File: src/rtl/hdr_rd_sequencer.sv
// Header read-pointer sequencer: walks rd_ptr from a latched start index to a
// latched last index (inclusive) over valid/ready, then stops with done or wraps.
module hdr_rd_sequencer #(
  parameter int PTR_W = 6
) (
  input  logic             clk,
  input  logic             rst,
  input  logic             start,
  input  logic             abort,
  input  logic [PTR_W-1:0] start_ptr,
  input  logic [PTR_W-1:0] ref_value_mgmt,
  input  logic             wrap_en,
  input  logic             ptr_ready,
  output logic [PTR_W-1:0] rd_ptr,
  output logic             ptr_valid,
  output logic             last_flag,
  output logic             busy,
  output logic             done,
  output logic             err
);

  typedef enum logic [1:0] {
    ST_IDLE = 2'd0,
    ST_RUN  = 2'd1,
    ST_DONE = 2'd2
  } state_t;

  localparam logic [PTR_W-1:0] PTR_ZERO = {PTR_W{1'b0}};
  localparam logic [PTR_W-1:0] PTR_ONE  = {{(PTR_W-1){1'b0}}, 1'b1};

  state_t           state_q,     state_d;
  logic [PTR_W-1:0] rd_ptr_q,    rd_ptr_d;
  logic [PTR_W-1:0] start_lat_q, start_lat_d;
  logic [PTR_W-1:0] ref_lat_q,   ref_lat_d;
  logic             wrap_lat_q,  wrap_lat_d;
  logic             valid_q,     valid_d;
  logic             done_q,      done_d;
  logic             err_q,       err_d;

  logic             at_last_s;
  logic             xfer_s;

  assign at_last_s = (rd_ptr_q == ref_lat_q);
  assign xfer_s    = valid_q && ptr_ready;

  // Next-state, pointer and latch update; abort overrides every other action.
  always_comb begin
    state_d     = state_q;
    rd_ptr_d    = rd_ptr_q;
    start_lat_d = start_lat_q;
    ref_lat_d   = ref_lat_q;
    wrap_lat_d  = wrap_lat_q;
    err_d       = 1'b0;

    if (abort) begin
      state_d  = ST_IDLE;
      rd_ptr_d = PTR_ZERO;
    end else begin
      case (state_q)
        ST_IDLE: begin
          rd_ptr_d = PTR_ZERO;
          if (start) begin
            if (start_ptr <= ref_value_mgmt) begin
              state_d     = ST_RUN;
              rd_ptr_d    = start_ptr;
              start_lat_d = start_ptr;
              ref_lat_d   = ref_value_mgmt;
              wrap_lat_d  = wrap_en;
            end else begin
              err_d = 1'b1;
            end
          end else begin
            state_d = ST_IDLE;
          end
        end
        ST_RUN: begin
          // Compare before increment so a last index of all-ones never rolls over.
          if (xfer_s) begin
            if (!at_last_s) begin
              rd_ptr_d = rd_ptr_q + PTR_ONE;
            end else if (wrap_lat_q) begin
              rd_ptr_d = start_lat_q;
            end else begin
              state_d = ST_DONE;
            end
          end else begin
            rd_ptr_d = rd_ptr_q;
          end
        end
        ST_DONE: begin
          state_d  = ST_IDLE;
          rd_ptr_d = PTR_ZERO;
        end
        default: begin
          state_d  = ST_IDLE;
          rd_ptr_d = PTR_ZERO;
        end
      endcase
    end

    valid_d = (state_d == ST_RUN);
    done_d  = (state_d == ST_DONE);
  end

  // State, pointer, latch and registered-output flops.
  always_ff @(posedge clk) begin
    if (rst) begin
      state_q     <= ST_IDLE;
      rd_ptr_q    <= PTR_ZERO;
      start_lat_q <= PTR_ZERO;
      ref_lat_q   <= PTR_ZERO;
      wrap_lat_q  <= 1'b0;
      valid_q     <= 1'b0;
      done_q      <= 1'b0;
      err_q       <= 1'b0;
    end else begin
      state_q     <= state_d;
      rd_ptr_q    <= rd_ptr_d;
      start_lat_q <= start_lat_d;
      ref_lat_q   <= ref_lat_d;
      wrap_lat_q  <= wrap_lat_d;
      valid_q     <= valid_d;
      done_q      <= done_d;
      err_q       <= err_d;
    end
  end

  assign rd_ptr    = rd_ptr_q;
  assign ptr_valid = valid_q;
  assign last_flag = valid_q && at_last_s;
  assign busy      = (state_q != ST_IDLE);
  assign done      = done_q;
  assign err       = err_q;

endmodule

File: config.mk
export PLATFORM = sky130hd
export DESIGN_NAME = hdr_rd_sequencer
export DESIGN_NICKNAME = d
export VERILOG_FILES = /design/src/rtl/hdr_rd_sequencer.sv
export SDC_FILE = /design/constraint.sdc
export NUM_CORES = 1
export LEC_CHECK = 0
export BUFFER_PORTS_ARGS = -buffer_cell sky130_fd_sc_hd__buf_2
export CAP_MARGIN = 25
export CORE_UTILIZATION = 30
export CTS_BUF_LIST = sky130_fd_sc_hd__clkbuf_4
export DETAILED_ROUTE_END_ITERATION = 10
export PLACE_DENSITY = 0.45
export SKIP_CTS_REPAIR_TIMING = 1
export SYNTH_ARGS = -nofsm -noshare
export SYNTH_HDL_FRONTEND = slang
export SYNTH_SLANG_ARGS = --single-unit
File: constraint.sdc
create_clock -name clk -period 3.5 [get_ports clk]
set_input_delay 0.175 -clock clk [delete_from_list [all_inputs] [get_ports clk]]
set_output_delay 0.175 -clock clk [all_outputs]
set_load 0.01 [all_outputs]
======== Word level (Yosys, flattened, before mapping) ========
Cells that the tools add are included.
cells by class
  add/subtract/negate cells ............... 1
  magnitude comparators ................... 1
  equality and inequality tests ........... 6
  muxes and demuxes ....................... 14
  bitwise operators ....................... 3
  reduce and logical (&&, ||, !) cells .... 8
operators with widths
  operator                                        number
  2-to-1 mux 6 bit                                5
  2-to-1 mux 2 bit                                6
  one-hot mux 6 bit (2 select lines)              1
  adder 6 x 1 -> 6 bit (second input constant)    1
  == test 6 bit                                   1
  <= comparator 6 bit                             1
  == test 2 x 1 -> 1 bit (second input constant)  2
  one-hot mux 2 bit (2 select lines)              1
  AND reduction 4 bit                             1
  OR reduction 4 bit                              1
  != test 3 bit (second input constant)           1
  NOT 1 bit                                       3
  == test 2 bit (second input constant)           1
  logical AND 1 bit                               2
  zero test 2 bit                                 1
  != test 2 bit (second input constant)           1
  AND reduction 2 bit                             1
  nonzero test 2 bit                              1
  OR reduction 2 bit                              1
  2-to-1 mux 1 bit                                1
storage, ports and cells
  bits in registers ....................... 24
  bits of input ports ..................... 18
  output and inout bits ................... 11
  logic and storage cells ................. 41

======== Depth between registers and ports, before layout ========
  depth after elaboration ................. 6
  depth in mapped cells ................... 8
  gate-level depth less buffers ........... 7

======== Worst setup path after synthesis ========
Ideal clock, no wire load.
  path type ............................... input to register
  start point ............................. in ref_value_mgmt[5]
  end point ............................... reg rd_ptr_q[0], in the netlist rd_ptr[0]
  library setup time ...................... 0.087 ns
  arrival time ............................ 1.541 ns
  data required time ...................... 3.413 ns
  setup slack ............................. 1.872 ns
  stages .................................. 7
  buffers on the path ..................... 0
  path through ............................ inv_1 -> ha_1 -> and4_1 -> o21a_1 -> o31ai_1 -> a32oi_1 -> o31ai_1
between the ends
  cells in the longest elaborated chain, start to end .. 4
ends and longest elaborated chain
  what                                line  RTL
  start, declared                     11    input logic [PTR_W-1:0] ref_value_mgmt,
  <= comparator 6 bit                 63    if (start_ptr <= ref_value_mgmt) begin
  2-to-1 mux 6 bit                    63
  2-to-1 mux 6 bit                    62    if (start) begin
  one-hot mux 6 bit (2 select lines)  59    case (state_q)
  end signal, assigned                118   rd_ptr_q <= rd_ptr_d;
  end, declared                       32    logic [PTR_W-1:0] rd_ptr_q, rd_ptr_d;
No other way between the ends.
A chain may end at the register's enable or synchronous reset.

======== Worst setup path in the final report ========
  start point ............................. reg rd_ptr_q[3], in the netlist rd_ptr[3]
  end point ............................... out last_flag
between the ends
  cells in the longest elaborated chain, start to end .. 2
ends and longest elaborated chain
  what               line  RTL
  == test 6 bit      43    assign at_last_s = (rd_ptr_q == ref_lat_q);
  logical AND 1 bit  130   assign last_flag = valid_q && at_last_s;
  end, declared      16    output logic last_flag,
No other way between the ends.

==> metrics <==
initial antenna violation count=0; TritonCTS buffer count=3; sequential area share after synthesis=35.1%; Detailed Routing Iterations Pass 1=4; result of the run=finished clean; maximum achievable frequency=0.463 GHz; final clock skew=4.27 ps; buffer cell driving the clock tree root=sky130_fd_sc_hd__clkbuf_4; crit start category=flop; maximum resistive drop on vdd=0.112 mV; number of enable-type register cells in the synthesized netlist=0; Data arrival, critical path=1980 ps; synthesis-to-finish area growth=14.4%; largest fanout of any net on the critical path=11; master of the slowest instance on the critical path=sky130_fd_sc_hd__dfxtp_1; power density over the cells=362 nW/um^2; final weighted congestion in routability-driven placement=0.788; Core Region=4380 um^2; final core utilization=35.8%; Worst Setup Slack post-DPL=1440 ps; top-level port count=29; clk sink count=24; endpoints failing setup=0; crit path capture type=output port; clock period minus final worst setup slack=2160 ps; Worst Path Class, Setup=flop to output port; commonest non-fill, non-tap cells in the layout=sky130_fd_sc_hd__buf_2 (28), sky130_fd_sc_hd__dfxtp_1 (24), sky130_fd_sc_hd__a21oi_1 (18); first-pass GRT wire length=6.23 mm; Final nets=209; worst-case register-to-register setup slack=1490 ps; critical-path cell list=xnor2_1, nand4_2, or2_1, nor2_1, buf_2; final setup TNS=0 ps; effective utilization at floorplan=31.2%; post-route setup slack=1340 ps; Critical Path RT=3320 ps; drt total wl=3.94 mm; max-cap check violation count=0; most area-hungry cell type in the Yosys netlist=sky130_fd_sc_hd__dfxtp_1; area of the die=4840 um^2; width of the die=69.6 um; final cycle utilization of the critical path=61.6%; clock tree from TritonCTS=done; commonest non-fill, non-tap cell in the layout=sky130_fd_sc_hd__buf_2; post-synthesis instance area=1370 um^2; Die Span Y=69.6 um; maximum number of pins on one net before global-route repair=17; clk slew on worst S/H paths=140 ps; HPWL after detailed placement=2.89 mm; source of the worst register-to-register timing path=rd_ptr[3]$_SDFFE_PP0P_; path type of the worst min-delay path=primary input to flop; worst-case hold path end point=err$_SDFF_PP0_; Vias=1274; share of async-settable or async-resettable flops after synthesis=0%; register cell area after layout=480 um^2; layout filler cell count=453; crit-path max cell delay=510 ps; R2R Path End=rd_ptr[5]$_SDFFE_PP0P_; DRC=0; Post-synth top flop=sky130_fd_sc_hd__dfxtp_1; source of the critical timing path=rd_ptr[3]$_SDFFE_PP0P_; worst hold path startpoint=abort; number of distinct library cell variants in the gate-level netlist after synthesis=33; number of nets in the synthesized netlist=182; Port Buf Inserts=28; clock insertion delay at the later pin of the skew report=320 ps; Diodes inserted=0; syn_area_per_cell=8.73 um^2; cell count after synthesis=157; area occupied by multi-input gates=826 um^2; main area contributors after synthesis=sky130_fd_sc_hd__dfxtp_1 (35%), sky130_fd_sc_hd__a21oi_1 (6.6%), sky130_fd_sc_hd__ha_1 (6.4%); vias in the first global route=1227; post-DR wirelength/cell=16.8 um; synthesis-stage register bit count=24; Longest Clk Path Bufs=2; Worst Tran Pin Value=926 ps; final-report max-slew violation count=0; setup repair after global routing missed its margin=false; First DRT Iteration DRCs=79; GRT Resource Usage Total=16.4%; global route overflow=0; Worst Hold Depth=2; total number of placement rows=24; area fraction of the dominant cell type after synthesis=35.1%; yosys synthesis warning count=0; ratio of cells with drive above 1 in the final layout=20.8%; total leakage power=0.598 nW; Max-slew headroom=38.0%; R2R cell count=5; vias per cell=5.42; number of routed nets with antenna violations=0; # H-tree levels=1; Hold Violations, Final=0
==> cells by family (layout without fill, tap and decap cells) <==
kind of cell,after synthesis,in the layout,share of synthesized area [%]
DFF,24,24,35.1
buffers and inverters,14,40,4.66
adders and majority gates,7,7,6.39
AOI/OAI and AO/OA,56,56,25.8
muxes,4,4,2.92
xor gates and xnor gates,10,10,6.39
and+or+nand+nor,42,42,18.8
==> state kept, by name, summed over array words and instances, names as in the netlist <==
register	count
done	1
err	1
ptr_valid	1
rd_ptr	6
ref_lat_q	6
start_lat_q	6
state_q	2
wrap_lat_q	1
==> worst max-delay path by stage <==
stage | cells past startpoint | slack, ps | endpoint
3_3_place_gp | 5 | 1480 | rd_ptr[3]$_SDFFE_PP0P_
4_1_cts | 5 | 1350 | last_flag
2_1_floorplan | 7 | 1870 | rd_ptr[0]$_SDFFE_PP0P_
5_1_grt | 5 | 1200 | last_flag
3_5_place_dp | 7 | 1440 | rd_ptr[4]$_SDFFE_PP0P_
6_report | 5 | 1340 | last_flag
==> power by group <==
group / total [mW] / switching [mW] / internal (mW)
clock: 0.131 / 0.0892 / 0.0418
sequential: 0.295 / 0.0115 / 0.284
combinational: 0.142 / 0.0930 / 0.0485
==> worst max-delay path: cells and delay by family, from the launching register on <==
kind / cells / cell delay (ps)
buffers and inverters: 1 / 140
DFF: 1 / 510
xor gates and xnor gates: 1 / 180
and+or+nand+nor: 3 / 830
==> per-stage QoR <==
step,power (mW),instances,instance area (um^2),hold slack [ps]
floorplan,0.402,157,1370,244
global placement,0.442,231,1540,415
detailed placement,0.442,231,1540,419
CTS,0.571,235,1570,58.8
global route,0.599,235,1570,50.7
finish,0.568,235,1570,69.2
==> final cells by class <==
type / count / share of cell area [%]
multi-input cells: 119 / 52.7
flip-flops and latches: 24 / 30.6
repair buffers: 28 / 8.94
well taps: 52 / 4.15
inverters: 8 / 1.92
clock buffers: 3 / 1.44
clock inverters: 1 / 0.239
==> synthesized netlist by cell type (all sizes together), types with 6 or more instances <==
cell	instances
o21ai	21
nand2	6
nand3	16
a32oi	6
a21oi	18
dfxtp	24
ha	7
inv	8
xnor2	9
o31ai	8
==> layer usage <==
layer | GRT usage, % | routed length (um) | vias up
met3 | 2.47 | 145 | 5
met4 | 4.76 | 48 | 0
met2 | 27.0 | 1840 | 28
li1 | - | - | 636
met1 | 22.2 | 1910 | 605
met5 | 0 | 0 | -
Power figures use the tool's default switching activity.
